$ cat src/rtl/psum_row_buf_if.sv
// Psum row buffer bus: producer stream in, committed full-width row out.
// The master side drives Vld/Psum/FnhRow/Ack; the slave side is the buffer.
interface psum_row_buf_if #(
  parameter int unsigned PSUM_WIDTH = 23,
  parameter int unsigned LENPSUM    = 16,
  parameter int unsigned CNT_W      = $clog2(LENPSUM) + 1
);
  logic                          CNVPSB_Vld;
  logic [PSUM_WIDTH-1:0]         CNVPSB_Psum;
  logic                          CNVPSB_FnhRow;
  logic                          PSBCNV_Rdy;
  logic                          PSBOUT_Vld;
  logic [PSUM_WIDTH*LENPSUM-1:0] PSBOUT_Psum;
  logic [CNT_W-1:0]              PSBOUT_Cnt;
  logic                          PSBOUT_Ack;
  logic                          PSBOUT_Err;

  modport master (
    output CNVPSB_Vld, CNVPSB_Psum, CNVPSB_FnhRow, PSBOUT_Ack,
    input  PSBCNV_Rdy, PSBOUT_Vld, PSBOUT_Psum, PSBOUT_Cnt, PSBOUT_Err
  );

  modport slave (
    input  CNVPSB_Vld, CNVPSB_Psum, CNVPSB_FnhRow, PSBOUT_Ack,
    output PSBCNV_Rdy, PSBOUT_Vld, PSBOUT_Psum, PSBOUT_Cnt, PSBOUT_Err
  );
endinterface

$ cat src/rtl/psum_row_buf.sv
// Double-buffered psum row collector: one bank fills from the serial psum
// stream while the other presents a committed row until it is acknowledged.
module psum_row_buf #(
  parameter int unsigned PSUM_WIDTH = 23,
  parameter int unsigned LENPSUM    = 16,
  parameter int unsigned CNT_W      = $clog2(LENPSUM) + 1
) (
  input  logic          clk,
  input  logic          rst_n,
  psum_row_buf_if.slave bus
);

  typedef enum logic [1:0] {
    BANK_EMPTY,
    BANK_FILL,
    BANK_FULL
  } bank_state_e;

  localparam logic [CNT_W-1:0] LEN_C = CNT_W'(LENPSUM);

  logic [PSUM_WIDTH-1:0] mem_q   [2][LENPSUM];
  logic [PSUM_WIDTH-1:0] mem_d   [2][LENPSUM];
  logic [CNT_W-1:0]      cnt_q   [2];
  logic [CNT_W-1:0]      cnt_d   [2];
  bank_state_e           state_q [2];
  bank_state_e           state_d [2];
  logic                  wsel_q, wsel_d;
  logic                  rsel_q, rsel_d;
  logic                  err_q, err_d;
  logic [CNT_W-1:0]      wptr_q, wptr_d;
  logic                  wr_full, rd_full, wr_ok;

  always_comb begin
    mem_d   = mem_q;
    cnt_d   = cnt_q;
    state_d = state_q;
    wsel_d  = wsel_q;
    rsel_d  = rsel_q;
    err_d   = err_q;
    wptr_d  = wptr_q;

    // Gating on the registered bank state means an Ack freeing the write bank
    // this cycle does not rescue a Vld arriving in the same cycle.
    wr_full = (state_q[wsel_q] == BANK_FULL);
    rd_full = (state_q[rsel_q] == BANK_FULL);
    wr_ok   = bus.CNVPSB_Vld && !wr_full && (wptr_q < LEN_C);

    if (bus.CNVPSB_Vld && !wr_ok) begin
      err_d = 1'b1;
    end

    if (wr_ok) begin
      for (int unsigned i = 0; i < LENPSUM; i++) begin
        if (wptr_q == CNT_W'(i)) begin
          mem_d[wsel_q][i] = bus.CNVPSB_Psum;
        end
      end
      wptr_d = wptr_q + 1'b1;
      if (state_q[wsel_q] == BANK_EMPTY) begin
        state_d[wsel_q] = BANK_FILL;
      end
    end

    if (bus.CNVPSB_FnhRow) begin
      if (wr_full) begin
        err_d = 1'b1;
      end else begin
        state_d[wsel_q] = BANK_FULL;
        cnt_d[wsel_q]   = wptr_q + CNT_W'(wr_ok);
        wptr_d          = '0;
        wsel_d          = ~wsel_q;
      end
    end

    // A FULL read bank is never the bank being written, so release cannot
    // collide with the write/commit updates above.
    if (bus.PSBOUT_Ack && rd_full) begin
      for (int unsigned i = 0; i < LENPSUM; i++) begin
        mem_d[rsel_q][i] = '0;
      end
      cnt_d[rsel_q]   = '0;
      state_d[rsel_q] = BANK_EMPTY;
      rsel_d          = ~rsel_q;
    end
  end

  always_ff @(posedge clk or negedge rst_n) begin
    if (!rst_n) begin
      for (int unsigned b = 0; b < 2; b++) begin
        for (int unsigned i = 0; i < LENPSUM; i++) begin
          mem_q[b][i] <= '0;
        end
        cnt_q[b]   <= '0;
        state_q[b] <= BANK_EMPTY;
      end
      wsel_q <= 1'b0;
      rsel_q <= 1'b0;
      err_q  <= 1'b0;
      wptr_q <= '0;
    end else begin
      mem_q   <= mem_d;
      cnt_q   <= cnt_d;
      state_q <= state_d;
      wsel_q  <= wsel_d;
      rsel_q  <= rsel_d;
      err_q   <= err_d;
      wptr_q  <= wptr_d;
    end
  end

  always_comb begin
    bus.PSBOUT_Psum = '0;
    for (int unsigned i = 0; i < LENPSUM; i++) begin
      bus.PSBOUT_Psum[i*PSUM_WIDTH +: PSUM_WIDTH] = mem_q[rsel_q][i];
    end
  end

  assign bus.PSBOUT_Vld = (state_q[rsel_q] == BANK_FULL);
  assign bus.PSBOUT_Cnt = cnt_q[rsel_q];
  assign bus.PSBCNV_Rdy = (state_q[wsel_q] != BANK_FULL);
  assign bus.PSBOUT_Err = err_q;

endmodule

$ cat src/flat_wrapper.sv
// flat-port wrapper written by rule: the top's interface ports become plain ports
module psum_row_buf_flat 
#(
  parameter int unsigned PSUM_WIDTH = 23,
  parameter int unsigned LENPSUM    = 16,
  parameter int unsigned CNT_W      = $clog2(LENPSUM) + 1
)
  (clk, rst_n, bus_CNVPSB_Vld, bus_CNVPSB_Psum, bus_CNVPSB_FnhRow, bus_PSBOUT_Ack, bus_PSBCNV_Rdy, bus_PSBOUT_Vld, bus_PSBOUT_Psum, bus_PSBOUT_Cnt, bus_PSBOUT_Err);
  psum_row_buf_if #(.PSUM_WIDTH(PSUM_WIDTH), .LENPSUM(LENPSUM), .CNT_W(CNT_W)) bus_i ();
  input  logic clk;
  input  logic rst_n;
  input wire logic [$bits(bus_i.CNVPSB_Vld)-1:0] bus_CNVPSB_Vld;
  input wire logic [$bits(bus_i.CNVPSB_Psum)-1:0] bus_CNVPSB_Psum;
  input wire logic [$bits(bus_i.CNVPSB_FnhRow)-1:0] bus_CNVPSB_FnhRow;
  input wire logic [$bits(bus_i.PSBOUT_Ack)-1:0] bus_PSBOUT_Ack;
  output wire logic [$bits(bus_i.PSBCNV_Rdy)-1:0] bus_PSBCNV_Rdy;
  output wire logic [$bits(bus_i.PSBOUT_Vld)-1:0] bus_PSBOUT_Vld;
  output wire logic [$bits(bus_i.PSBOUT_Psum)-1:0] bus_PSBOUT_Psum;
  output wire logic [$bits(bus_i.PSBOUT_Cnt)-1:0] bus_PSBOUT_Cnt;
  output wire logic [$bits(bus_i.PSBOUT_Err)-1:0] bus_PSBOUT_Err;
  assign bus_i.CNVPSB_Vld = bus_CNVPSB_Vld;
  assign bus_i.CNVPSB_Psum = bus_CNVPSB_Psum;
  assign bus_i.CNVPSB_FnhRow = bus_CNVPSB_FnhRow;
  assign bus_i.PSBOUT_Ack = bus_PSBOUT_Ack;
  assign bus_PSBCNV_Rdy = bus_i.PSBCNV_Rdy;
  assign bus_PSBOUT_Vld = bus_i.PSBOUT_Vld;
  assign bus_PSBOUT_Psum = bus_i.PSBOUT_Psum;
  assign bus_PSBOUT_Cnt = bus_i.PSBOUT_Cnt;
  assign bus_PSBOUT_Err = bus_i.PSBOUT_Err;
  psum_row_buf #(.PSUM_WIDTH(PSUM_WIDTH), .LENPSUM(LENPSUM), .CNT_W(CNT_W)) u_core (.clk(clk), .rst_n(rst_n), .bus(bus_i));
endmodule
$ cat config.mk
export PLATFORM = sky130hd
export DESIGN_NAME = psum_row_buf_flat
export DESIGN_NICKNAME = d
export VERILOG_FILES = /design/src/rtl/psum_row_buf_if.sv /design/src/rtl/psum_row_buf.sv /design/src/flat_wrapper.sv
export SDC_FILE = /design/constraint.sdc
export NUM_CORES = 2
export LEC_CHECK = 0
export CAP_MARGIN = 20
export CELL_PAD_IN_SITES_DETAIL_PLACEMENT = 0
export CELL_PAD_IN_SITES_GLOBAL_PLACEMENT = 2
export CORE_MARGIN = 2
export CORE_UTILIZATION = 33
export CTS_BUF_LIST = sky130_fd_sc_hd__clkbuf_8
export DETAILED_ROUTE_END_ITERATION = 12
export PLACE_DENSITY_LB_ADDON = 0.1
export SYNTH_ARGS = -nofsm -noshare
export SYNTH_HDL_FRONTEND = slang
export SYNTH_SLANG_ARGS = --single-unit
$ cat constraint.sdc
create_clock -name clk -period 2.5 [get_ports clk]
set_clock_uncertainty 0.1 [all_clocks]
set_input_delay 0.5 -clock clk [delete_from_list [all_inputs] [get_ports clk]]
set_output_delay 0.5 -clock clk [all_outputs]
set_load 0.05 [all_outputs]
==> metrics.md <==
| Metric | Value |
|---|---|
| Drc violations | 0 |
| CTS Buf Count | 146 |
| Post-synth top flop | dfrtp_1 |
| Sequential cell area | ~0.019 sq mm |
| Syn nets | about 3700 |
| Final Slew Violations | 0 |
| Routed wire length | 139 mm |
| GRT Total Usage | between 20% and 30% |
| Sequential Power Share | 32.9% |
| Unrepaired setup endpoints after global routing | true |
| CP Data Arrival Time | approximately 2400 ps |
| CTS tree | yes |
| DP Wirelength | 91.0 mm |
| CTS clk-pin slew, worst paths | 60 ps |
| Fill count | just over 10000 |
| Mapped Avg Cell Area | 9.46 sq um |
| Worst Hold Path EP | u_core.mem_q[15]$_DFF_PN0_ |
| Hold Slack | 96.8 ps |
| Worst hold start | bus_CNVPSB_Psum[15] |
| Delay-heaviest family, CP | buffers and inverters |
| Final setup viols | 376 |
| Routability Congestion | 0.822 |
| H-tree depth | 4 |
| CP max stage delay | ~500 ps |
| Setup crit start kind | register |
| Final worst slack | -491 ps |
| Synth Register Bits | 758 |
| Finished Core Util | 42.9% |
| Clock Power Share | 27.6% |
| Avg WL per Cell | 24.7 um |
| Vias in the first global route | around 28000 |
| Sw Share | 39.9% |
| Seq/Total Area, Yosys | a little over half |
| Combinational share of power | roughly two fifths |
| WHS Path Cells | 3 |
| Worst Path Buf+Inv | 4 |
| Setup CP Type | register to primary output |
| Cell internal pwr | 27.5 mW |
| Initial core utilization | 33.2% |
| RR Endpoint | u_core.mem_q[608]$_DFF_PN0_ |
| First-pass GRT wire length | ~200 mm |
| Core Box Area | 0.105 sq mm |
| Crit path top cell by count | buf_12 |
| Gr ovfl total | 0 |
| Share of layout cells above drive strength 1 | 30.0% |
| Worst Reg-to-Reg Cells | 7 |
| Status | finished with violations |
| Sinks on Clock Net | 758 |
| Tightest Pin Transition | 924 ps |
| Max_cap viols | 0 |
| Slowest CP cell | dfrtp_4 |
| Die outline area | 0.108 sq mm |
| CTS max path bufs | 3 |
| # IOs | 404 |
| Ys Warns | 0 |
| Via count | 28700 |
| Crit. End Element | primary output |
| CP Cell Sequence | buf_12, buf_12, buf_12, mux2_2, buf_4 |
| Worst hold path type | primary input to register |
| Sw Pwr | about 18 mW |
| PortBufs | 403 |
| Nets | 4157 |
| Die W | 329 um |
| Area added between synthesis and finish | 29.3% |
| Post-Layout Inst Area | 0.0450 sq mm |
| Area of the multi-input gates | 0.0146 sq mm |
| Setup Slack @ Placement | -65.7 ps |
| Final Cycle Share | 120% |
| Failing checks | setup timing |
| Worst Path Required | 1900 ps |
| Post-DRT Antenna Nets | 0 |
| Static Leak | 20.8 nW |
| CTS root buf | clkbuf_8 |
| Largest net degree at the start of global routing | 68 |
| Router iterations before antenna repair | 5 |
| Worst r2r src | u_core.state_q[3]$_DFF_PN0_ |
| Max-slew headroom | 38.3% |
| Post-synth ARST share | 100% |
| Max Freq | 334 MHz |
| Critical path fanouts, max | 21 |
| Antenna violations before repair | 3 |
| Unique masters post-synth | 39 |
| Via/cell ratio | roughly 5.1 |
| Placed inst area | 0.0408 sq mm |
| Minimum clock period after layout | roughly 3000 ps |
| P per Cell Area | 1020 mW/mm^2 |
| Mapped cell area | 0.0348 sq mm |
| 1st-iter DRT viols | 2157 |
| Chip Height | 329 um |
| Final Hold Violating Endpoints | 0 |
| Post-synthesis cell count | 3681 |
| Rows | 119 |
| Peak supply drop | 0.927 mV |
| Post-synth EDFFs | 0 |
| FF-to-FF setup slack | 60 ps |
| Clock Latency Late Sink | 820 ps |
power groups by stage:
stage | clock, mW | combinational [mW] | sequential, mW
2_1_floorplan | 0 | 10.3 | 14.8
3_3_place_gp | 0 | 16.5 | 15.2
3_5_place_dp | 0 | 16.6 | 15.2
4_1_cts | 13.0 | 17.4 | 15.0
5_1_grt | 13.6 | 19.0 | 15.3
6_report | 12.6 | 18.1 | 15.1
kinds of logic after synthesis:
logic type	share of synthesized area, %
adders and majority gates	0.252
buffers and inverters	4.32
muxes	12.2
xor gates and xnor gates	0.0755
AOI/OAI and AO/OA	11.1
DFF	54.5
and+or+nand+nor	17.5
what timing repair did:
item,4_1_cts,5_1_grt
resized for setup,64,133
cloned,3,7
buffers inserted,11,5
endpoints found under the hold margin,493,0
setup endpoints to repair,376,525
hold buffers,12,0
synthesized netlist by cell type, types with 2 or more instances:
| master | instances | area (sq um) |
|---|---|---|
| a21oi_1 | 53 | 265 |
| buf_4 | 3 | 22.5 |
| buf_1 | 31 | 116 |
| nand3b_1 | 2 | 15.0 |
| nor2b_1 | 8 | 50.1 |
| or4_1 | 5 | 37.5 |
| a31oi_1 | 2 | 12.5 |
| nand4bb_1 | 2 | 22.5 |
| dfrtp_1 | 758 | 19000 |
| and2_1 | 3 | 18.8 |
| a211oi_1 | 3 | 22.5 |
| and3_1 | 3 | 18.8 |
| xnor2_1 | 3 | 26.3 |
| nand4_1 | 6 | 37.5 |
| o21ai_2 | 19 | 166 |
| o21ai_1 | 10 | 50.1 |
| nor4_4 | 16 | 340 |
| nor2_1 | 17 | 63.8 |
| mux2i_1 | 5 | 50.1 |
| nor3b_1 | 2 | 15.0 |
| nor4_2 | 5 | 62.6 |
| ha_1 | 7 | 87.6 |
| nand2b_1 | 7 | 43.8 |
| buf_6 | 4 | 45.0 |
| o21ai_0 | 667 | 3340 |
| clkbuf_1 | 238 | 893 |
| clkbuf_2 | 22 | 110 |
| or3_1 | 2 | 12.5 |
| or3b_1 | 3 | 26.3 |
| nand3_1 | 247 | 1240 |
| nand2_1 | 1082 | 4060 |
| nor3_1 | 4 | 20.0 |
| buf_2 | 59 | 295 |
| inv_1 | 6 | 22.5 |
| mux2_2 | 373 | 4200 |
layout make-up:
type,count,share of cell area (%)
antenna,2,0.0111
tap,1391,3.87
clock inverter,56,0.639
timing repair buffer,650,14.8
inverter,6,0.0500
multi-input combinational,2560,32.5
clock buffer,196,5.99
sequential,758,42.1
tightest hold or removal path, stage by stage:
cell     delay [ps]
buf_2           270
nand2_1         140
a21oi_1          50
cell usage in the layout, fill, tap and decap left out, drive strengths merged, types with 4 or more instances in the layout:
cell and n:
nand2b 7, nor2 17, nor2b 8, dfrtp 758, nor3 4, mux2i 5
or4 5, nand2 1082, clkdlybuf4s50 4, nand3 247, o21ai 696, inv 48
buf 630, nor4 21, clkinv 8, nand4 6, dlygate4sd3 12, mux2 373
clkbuf 200, ha 7, clkinvlp 4, a21oi 53
through the flow:
step	power, mW	std cells	TNS, ps
after detailed placement	31.9	5327	-1530
after floorplan	25.1	3681	0
after CTS	45.4	5605	-189580
final	45.8	5619	-156570
after global routing	47.8	5619	-188850
after global placement	31.7	5327	-873
sequential cells by signal, summed over array words and instances (netlist names):
name                   count
u_core.rsel_q              1
u_core.cnt_q              10
u_core.wsel_q              1
u_core.state_q             4
u_core.mem_q             736
u_core.bus.PSBOUT_Err      1
u_core.wptr_q              5
per-layer routing:
layer / GRT usage (%) / vias to the layer above / part of all wire [%]
met5: 0 / - / 0
met4: 7.21 / 0 / 2.3
met3: 3.37 / 167 / 4.4
met2: 40.5 / 841 / 48
met1: 35.4 / 14500 / 46
li1: - / 13300 / -
worst max path at each step:
| stage | start | endpoint | slack, ps | cells after the start |
|---|---|---|---|---|
| floorplan | u_core.wsel_q$_DFFE_PN0P_ | u_core.cnt_q[9]$_DFF_PN0_ | 20 | 10 |
| global placement | bus_CNVPSB_Vld | u_core.mem_q[216]$_DFF_PN0_ | -60 | 6 |
| detailed placement | bus_CNVPSB_Vld | u_core.mem_q[216]$_DFF_PN0_ | -70 | 6 |
| CTS | u_core.rsel_q$_DFFE_PN0P_ | bus_PSBOUT_Psum[187] | -590 | 4 |
| global route | u_core.rsel_q$_DFFE_PN0P_ | bus_PSBOUT_Psum[341] | -560 | 5 |
| finish | u_core.rsel_q$_DFFE_PN0P_ | bus_PSBOUT_Psum[329] | -490 | 5 |
No activity file was read; power rests on OpenSTA's default activity.
